==> config.mk <==
export PLATFORM = sky130hd
export DESIGN_NAME = mer_power_accumulator
export DESIGN_NICKNAME = d
export VERILOG_FILES = /design/src/rtl/mer_power_accumulator_pkg.sv /design/src/rtl/mer_power_accumulator_power_accum.sv /design/src/rtl/mer_power_accumulator.sv
export SDC_FILE = /design/constraint.sdc
export NUM_CORES = 2
export LEC_CHECK = 0
export ABC_AREA = 1
export BUFFER_PORTS_ARGS = -buffer_cell sky130_fd_sc_hd__buf_4
export CAP_MARGIN = 40
export CORE_ASPECT_RATIO = 1.2
export CORE_UTILIZATION = 30
export DETAILED_ROUTE_END_ITERATION = 12
export MAX_ROUTING_LAYER = met4
export PLACE_DENSITY = 0.47
export SYNTH_ARGS = -nofsm -noshare
export SYNTH_HDL_FRONTEND = slang
export SYNTH_SLANG_ARGS = --single-unit
==> constraint.sdc <==
create_clock -name clk -period 6.1 [get_ports clk]
set_input_delay 0.61 -clock clk [delete_from_list [all_inputs] [get_ports clk]]
set_output_delay 0.61 -clock clk [all_outputs]
set_load 0.01 [all_outputs]
==> src/rtl/mer_power_accumulator_pkg.sv <==
// Shared definitions for the MER power accumulator: FSM encoding,
// fixed-point widths of the sample and power formats, accumulator sizing.
package mer_power_accumulator_pkg;

  // Width of a signed 1s17 sample.
  localparam int S1_17_WIDTH = 18;
  // Width of an unsigned 2u34 power value (square of a 1s17 sample).
  localparam int U2_34_WIDTH = 2 * S1_17_WIDTH;

  // Measurement FSM encoding.
  localparam logic [1:0] STATE_IDLE   = 2'b00;
  localparam logic [1:0] STATE_SETTLE = 2'b01;
  localparam logic [1:0] STATE_ACCUM  = 2'b10;
  localparam logic [1:0] STATE_FLUSH  = 2'b11;

  // Accumulator width that holds 2^log2_n full-scale squares without wrapping.
  function automatic int acc_width(input int data_width, input int log2_n);
    return 2 * data_width + log2_n;
  endfunction

endpackage

==> src/rtl/mer_power_accumulator_power_accum.sv <==
// One power stream: registers sample^2 on a counted symbol, then adds it
// to a wide accumulator on the following clock. The mean is the
// accumulator divided by 2^LOG2_N (truncating).
module mer_power_accumulator_power_accum
  import mer_power_accumulator_pkg::*;
#(
  parameter int DATA_WIDTH = S1_17_WIDTH,
  parameter int LOG2_N     = 14
) (
  input  logic                         clk,
  input  logic                         reset,
  input  logic                         sample_en,
  input  logic                         sq_valid,
  input  logic                         clear,
  input  logic signed [DATA_WIDTH-1:0] sample,
  output logic [2*DATA_WIDTH-1:0]      mean
);

  localparam int SQ_W  = 2 * DATA_WIDTH;
  localparam int ACC_W = acc_width(DATA_WIDTH, LOG2_N);

  logic signed [SQ_W-1:0] sample_ext_s;
  logic signed [SQ_W-1:0] prod_s;
  logic [SQ_W-1:0]        sq_r;
  logic [ACC_W-1:0]       acc_r;

  // Square at full product width; (-2^(W-1))^2 is positive and fits.
  always_comb begin
    sample_ext_s = {{DATA_WIDTH{sample[DATA_WIDTH-1]}}, sample};
    prod_s       = sample_ext_s * sample_ext_s;
  end

  // Square register, loaded on each counted symbol.
  always_ff @(posedge clk) begin
    if (reset) begin
      sq_r <= '0;
    end else if (sample_en) begin
      sq_r <= $unsigned(prod_s);
    end else begin
      sq_r <= sq_r;
    end
  end

  // Accumulator: cleared by the FSM, adds one square per counted symbol.
  always_ff @(posedge clk) begin
    if (reset) begin
      acc_r <= '0;
    end else if (clear) begin
      acc_r <= '0;
    end else if (sq_valid) begin
      acc_r <= acc_r + {{LOG2_N{1'b0}}, sq_r};
    end else begin
      acc_r <= acc_r;
    end
  end

  assign mean = acc_r[ACC_W-1:LOG2_N];

endmodule

==> src/rtl/mer_power_accumulator.sv <==
// MER power accumulator: after a warm-up of SETTLE_SYMBOLS symbols, averages
// error^2 and reference^2 over 2^LOG2_N symbols and reports both means with
// a one-clock result_valid pulse. Supports one-shot and continuous runs.
module mer_power_accumulator
  import mer_power_accumulator_pkg::*;
#(
  parameter int DATA_WIDTH     = S1_17_WIDTH,
  parameter int LOG2_N         = 14,
  parameter int SETTLE_SYMBOLS = 8
) (
  input  logic                         clk,
  input  logic                         reset,
  input  logic                         clk_en,
  input  logic                         start,
  input  logic                         continuous,
  input  logic signed [DATA_WIDTH-1:0] error,
  input  logic signed [DATA_WIDTH-1:0] errorless_decision_variable,
  output logic [2*DATA_WIDTH-1:0]      avg_error_power,
  output logic [2*DATA_WIDTH-1:0]      avg_signal_power,
  output logic                         result_valid,
  output logic                         busy
);

  localparam int SETTLE_W = (SETTLE_SYMBOLS > 1) ? $clog2(SETTLE_SYMBOLS) : 1;
  localparam logic [SETTLE_W-1:0] SETTLE_LAST = SETTLE_W'(SETTLE_SYMBOLS - 1);

  logic [1:0]              state_r;
  logic [1:0]              state_nxt_s;
  logic [SETTLE_W-1:0]     settle_cnt_r;
  logic [LOG2_N-1:0]       sample_cnt_r;
  logic                    flush_cnt_r;
  logic                    sq_valid_r;
  logic                    sample_en_s;
  logic                    flush_done_s;
  logic                    clear_s;
  logic [2*DATA_WIDTH-1:0] err_mean_s;
  logic [2*DATA_WIDTH-1:0] sig_mean_s;

  // Next-state logic; also marks counted symbols (E0) in ACCUM.
  always_comb begin
    state_nxt_s = state_r;
    sample_en_s = 1'b0;
    case (state_r)
      STATE_IDLE: begin
        if (start) begin
          if (SETTLE_SYMBOLS == 32'd0) begin
            state_nxt_s = STATE_ACCUM;
          end else begin
            state_nxt_s = STATE_SETTLE;
          end
        end else begin
          state_nxt_s = STATE_IDLE;
        end
      end
      STATE_SETTLE: begin
        if (clk_en && (settle_cnt_r == SETTLE_LAST)) begin
          state_nxt_s = STATE_ACCUM;
        end else begin
          state_nxt_s = STATE_SETTLE;
        end
      end
      STATE_ACCUM: begin
        sample_en_s = clk_en;
        if (clk_en && (sample_cnt_r == '1)) begin
          state_nxt_s = STATE_FLUSH;
        end else begin
          state_nxt_s = STATE_ACCUM;
        end
      end
      STATE_FLUSH: begin
        // Second FLUSH clock is E2: last square has been added at E1.
        if (flush_cnt_r) begin
          if (continuous) begin
            state_nxt_s = STATE_ACCUM;
          end else begin
            state_nxt_s = STATE_IDLE;
          end
        end else begin
          state_nxt_s = STATE_FLUSH;
        end
      end
      default: begin
        state_nxt_s = STATE_IDLE;
      end
    endcase
  end

  assign flush_done_s = (state_r == STATE_FLUSH) && flush_cnt_r;
  assign clear_s      = (state_r == STATE_IDLE) || flush_done_s;

  // FSM state, symbol counters and the shared square-valid strobe.
  always_ff @(posedge clk) begin
    if (reset) begin
      state_r      <= STATE_IDLE;
      busy         <= 1'b0;
      settle_cnt_r <= '0;
      sample_cnt_r <= '0;
      flush_cnt_r  <= 1'b0;
      sq_valid_r   <= 1'b0;
    end else begin
      state_r    <= state_nxt_s;
      busy       <= (state_nxt_s != STATE_IDLE);
      sq_valid_r <= sample_en_s;

      if ((state_r == STATE_SETTLE) && clk_en) begin
        settle_cnt_r <= settle_cnt_r + SETTLE_W'(1);
      end else if (state_r == STATE_IDLE) begin
        settle_cnt_r <= '0;
      end else begin
        settle_cnt_r <= settle_cnt_r;
      end

      // Wraps to zero on the last counted symbol, ready for a continuous block.
      if (sample_en_s) begin
        sample_cnt_r <= sample_cnt_r + LOG2_N'(1);
      end else if (state_r == STATE_IDLE) begin
        sample_cnt_r <= '0;
      end else begin
        sample_cnt_r <= sample_cnt_r;
      end

      if (state_r == STATE_FLUSH) begin
        flush_cnt_r <= ~flush_cnt_r;
      end else begin
        flush_cnt_r <= 1'b0;
      end
    end
  end

  // Result registers: load both means and pulse result_valid at E2.
  always_ff @(posedge clk) begin
    if (reset) begin
      avg_error_power  <= '0;
      avg_signal_power <= '0;
      result_valid     <= 1'b0;
    end else begin
      result_valid <= flush_done_s;
      if (flush_done_s) begin
        avg_error_power  <= err_mean_s;
        avg_signal_power <= sig_mean_s;
      end else begin
        avg_error_power  <= avg_error_power;
        avg_signal_power <= avg_signal_power;
      end
    end
  end

  mer_power_accumulator_power_accum #(
    .DATA_WIDTH(DATA_WIDTH),
    .LOG2_N    (LOG2_N)
  ) u_error_power (
    .clk      (clk),
    .reset    (reset),
    .sample_en(sample_en_s),
    .sq_valid (sq_valid_r),
    .clear    (clear_s),
    .sample   (error),
    .mean     (err_mean_s)
  );

  mer_power_accumulator_power_accum #(
    .DATA_WIDTH(DATA_WIDTH),
    .LOG2_N    (LOG2_N)
  ) u_signal_power (
    .clk      (clk),
    .reset    (reset),
    .sample_en(sample_en_s),
    .sq_valid (sq_valid_r),
    .clear    (clear_s),
    .sample   (errorless_decision_variable),
    .mean     (sig_mean_s)
  );

endmodule

==> flow_summary.toml <==
[sta]
report.final.hold_viol_count = 0
fin_crit_sh_pct = 92.0
fin_setup_tns_ps = 0
finalSetupViolCount = 0
slew_headroom_pct = 44.8
max_freq_ghz = 0.178
worst_slack_ps = 485
final_max_slew_viol_count = 0
period_minus_slack_ps = 5610
hold-worst-slack_ps = 368
rsz0062_at_grt = "no"
skew_ps = 20.2
worst_slew_pin_slew_ps = 827

[synthesis]
synthAdderAreaFrac_pct = 38.9
synth_top_family_by_area = "adder cells"
synthTopCellsByCount = "inv_1, nand2_1, fa_1, nor2_1, nand3_1"
syn_inst = 5607
synth_xor_area_share_pct = 1.89
synthSimpleGateAreaFrac_pct = 22.6
synth-edff-count = 0
synthMostInstantiatedCell = "inv_1"
yosys_register_bits = 265
synth-async-reset-ratio_pct = 0
synth_warnings = 0
synth_area_leaders = "fa_1, inv_1, dfxtp_1, nand2_1, ha_1"
synth_top_area_share_pct = 29.8
synth_area_per_cell_sq_um = 7.03
yosysTopAreaCell = "fa_1"
synthMuxAreaShare_pct = 0.0286
ys_types = 42
synth_compound_area_share_pct = 7.02
ys_seq_area_share_pct = 13.5
synth_flop_cell = "dfxtp_1"
synth.cell_area_sq_um = 39400
syn_nets = 6523

[setup_path]
crit_type = "input port to flip-flop"
critPathCaptureType = "flip-flop"
startpoint_type = "input port"
path_cells = "buf_4 -> nand2_1 -> inv_1 -> fa_1 -> inv_1 -> fa_1 -> inv_1 -> ha_1 -> inv_1 -> fa_1 -> inv_1 -> fa_1 -> inv_1 -> fa_1 -> inv_1 -> ha_1 -> a21oi_1 -> o21ai_0 -> a21oi_1 -> nor2_1 -> nor2_1 -> a21oi_1 -> nor2_1 -> nor2_1"
cp_slowest_stage_delay_ps = 570
cp_max_fo = 17
cp.required_ps = 6580
crit_arrival_ps = 6100
crit_path_top_delay_cell = "fa_1"
crit_top_cell = "inv_1"

[global_route]
grt_first_pass_wirelength_mm = 184
track_usage_pct = 17.9
antenna_found_initial = 1
first_global_vias = 34300
grt_max_degree = 74
grt_overflow = 0

[placement]
port_buffers = 114
post-place-ws_ps = -142
gp_congestion = 0.924
dpl.hpwl_mm = 97.1

[routing]
drt_iter0_markers = 1754
wl_per_cell_um = 15.3
wl_mm = 114
drtAntennaViolNets = 0
viasPerCell = 4.46
first_pass_iters = 6
vias = 33300
drc = 0

[clock_tree]
tritoncts = "built"
cts-root-buf = "clkbuf_16"
clkTransAtPathRegs_ps = 70
clock_sinks = 265
cts_max_level = 1
worstSkewPairLatency_ps = 590
cts_resized = 0
cts_made_buffers = 29
cts.hold.buffers_added = 0
postCtsSetupBuffers = 0
clk_path_buf_depth = 3

[floorplanning]
die_x_um = 333
start_util_pct = 30.3
io_pins = 115
die_h_um = 399
die-area_sq_um = 133000
coreArea_sq_um = 130000
num_rows = 145

[run_status]
status = "complete, no violations"

[min_path]
hold_path.class = "input port to flip-flop"

[layout]
final_core_util_pct = 33.7
drive_gt1_share_pct = 5.85
nets = 6660
nFillCells = 14200
area_growth_syn_to_layout_pct = 11.4

[flow_run]
cap_violations = 0
==> path summary, 6_finish.rpt <==
path,from,to,slack [ps],depth (start not counted)
max,errorless_decision_variable[17],u_signal_power.sq_r[33],490,24
min,start,state_r[0],370,5
max reg2reg,state_r[1],u_error_power.sq_r[2],3490,7
min reg2reg,flush_cnt_r,flush_cnt_r,450,1
==> routing by layer <==
layer	GRT usage [%]	share of wire, %	wire length [um]
met1	22.7	47	53100
met2	30.9	48	55200
met3	1.26	2.8	3150
met4	4.16	2.3	2660
met5	-	0	0
==> logic make-up (layout without fill, tap and decap cells) <==
logic type      count (synthesis)  count (layout)
compound gates                507             507
mux                             1               1
xor+xnor                       85              85
flops                         265             265
simple gates                 2196            2196
buf+inv                      1678            1835
other cells                     0               1
fa+ha+maj                     875             875
==> state kept, by name, summed over array words and instances (netlist names), 3 cells and up <==
register / cells
avg_error_power: 36
avg_signal_power: 36
sample_cnt_r: 14
settle_cnt_r: 3
u_error_power.acc_r: 50
u_error_power.sq_r: 35
u_signal_power.acc_r: 50
u_signal_power.sq_r: 35
==> stage by stage <==
step / cell area [sq um] / std cells
after floorplan: 39400 / 5607
after global placement: 42900 / 7402
after detailed placement: 42900 / 7403
after CTS: 43900 / 7454
after global routing: 43900 / 7455
final: 43900 / 7455
==> worst max-delay path: cells and delay by family <==
family / cells / cell delay, ps
adders and majority gates: 7 / 3180
buffers and inverters: 8 / 710
and+or+nand+nor: 5 / 630
AOI/OAI and AO/OA: 4 / 970
==> cells in the final DEF, fill, tap and decap left out, types with 23 or more instances in the layout <==
cell / n
inv_1: 1518
xor2_1: 67
nor3_1: 23
nor2_1: 486
dfxtp_1: 264
nand3_1: 308
clkbuf_16: 29
a21oi_1: 222
o21bai_1: 29
nand4_1: 56
nand2_1: 1288
o21ai_0: 196
ha_1: 289
fa_1: 586
buf_4: 257
==> area by class of cell <==
cell class              instances  area [sq um]  share of cell area (%)
clock buffers                  33           761                    1.73
inverters                    1525          5730                    13.0
multi-input cells            3664         27800                    63.3
repair buffers                259          1980                    4.50
flip-flops and latches        265          5310                    12.1
well taps                    1690          2110                    4.82
clock inverters                18           230                   0.524
diodes                          1          2.50                 0.00570
Power is left out: the tool's default activity adds up to more than one toggle a clock period on the data nets, which glitch-free logic cannot reach.
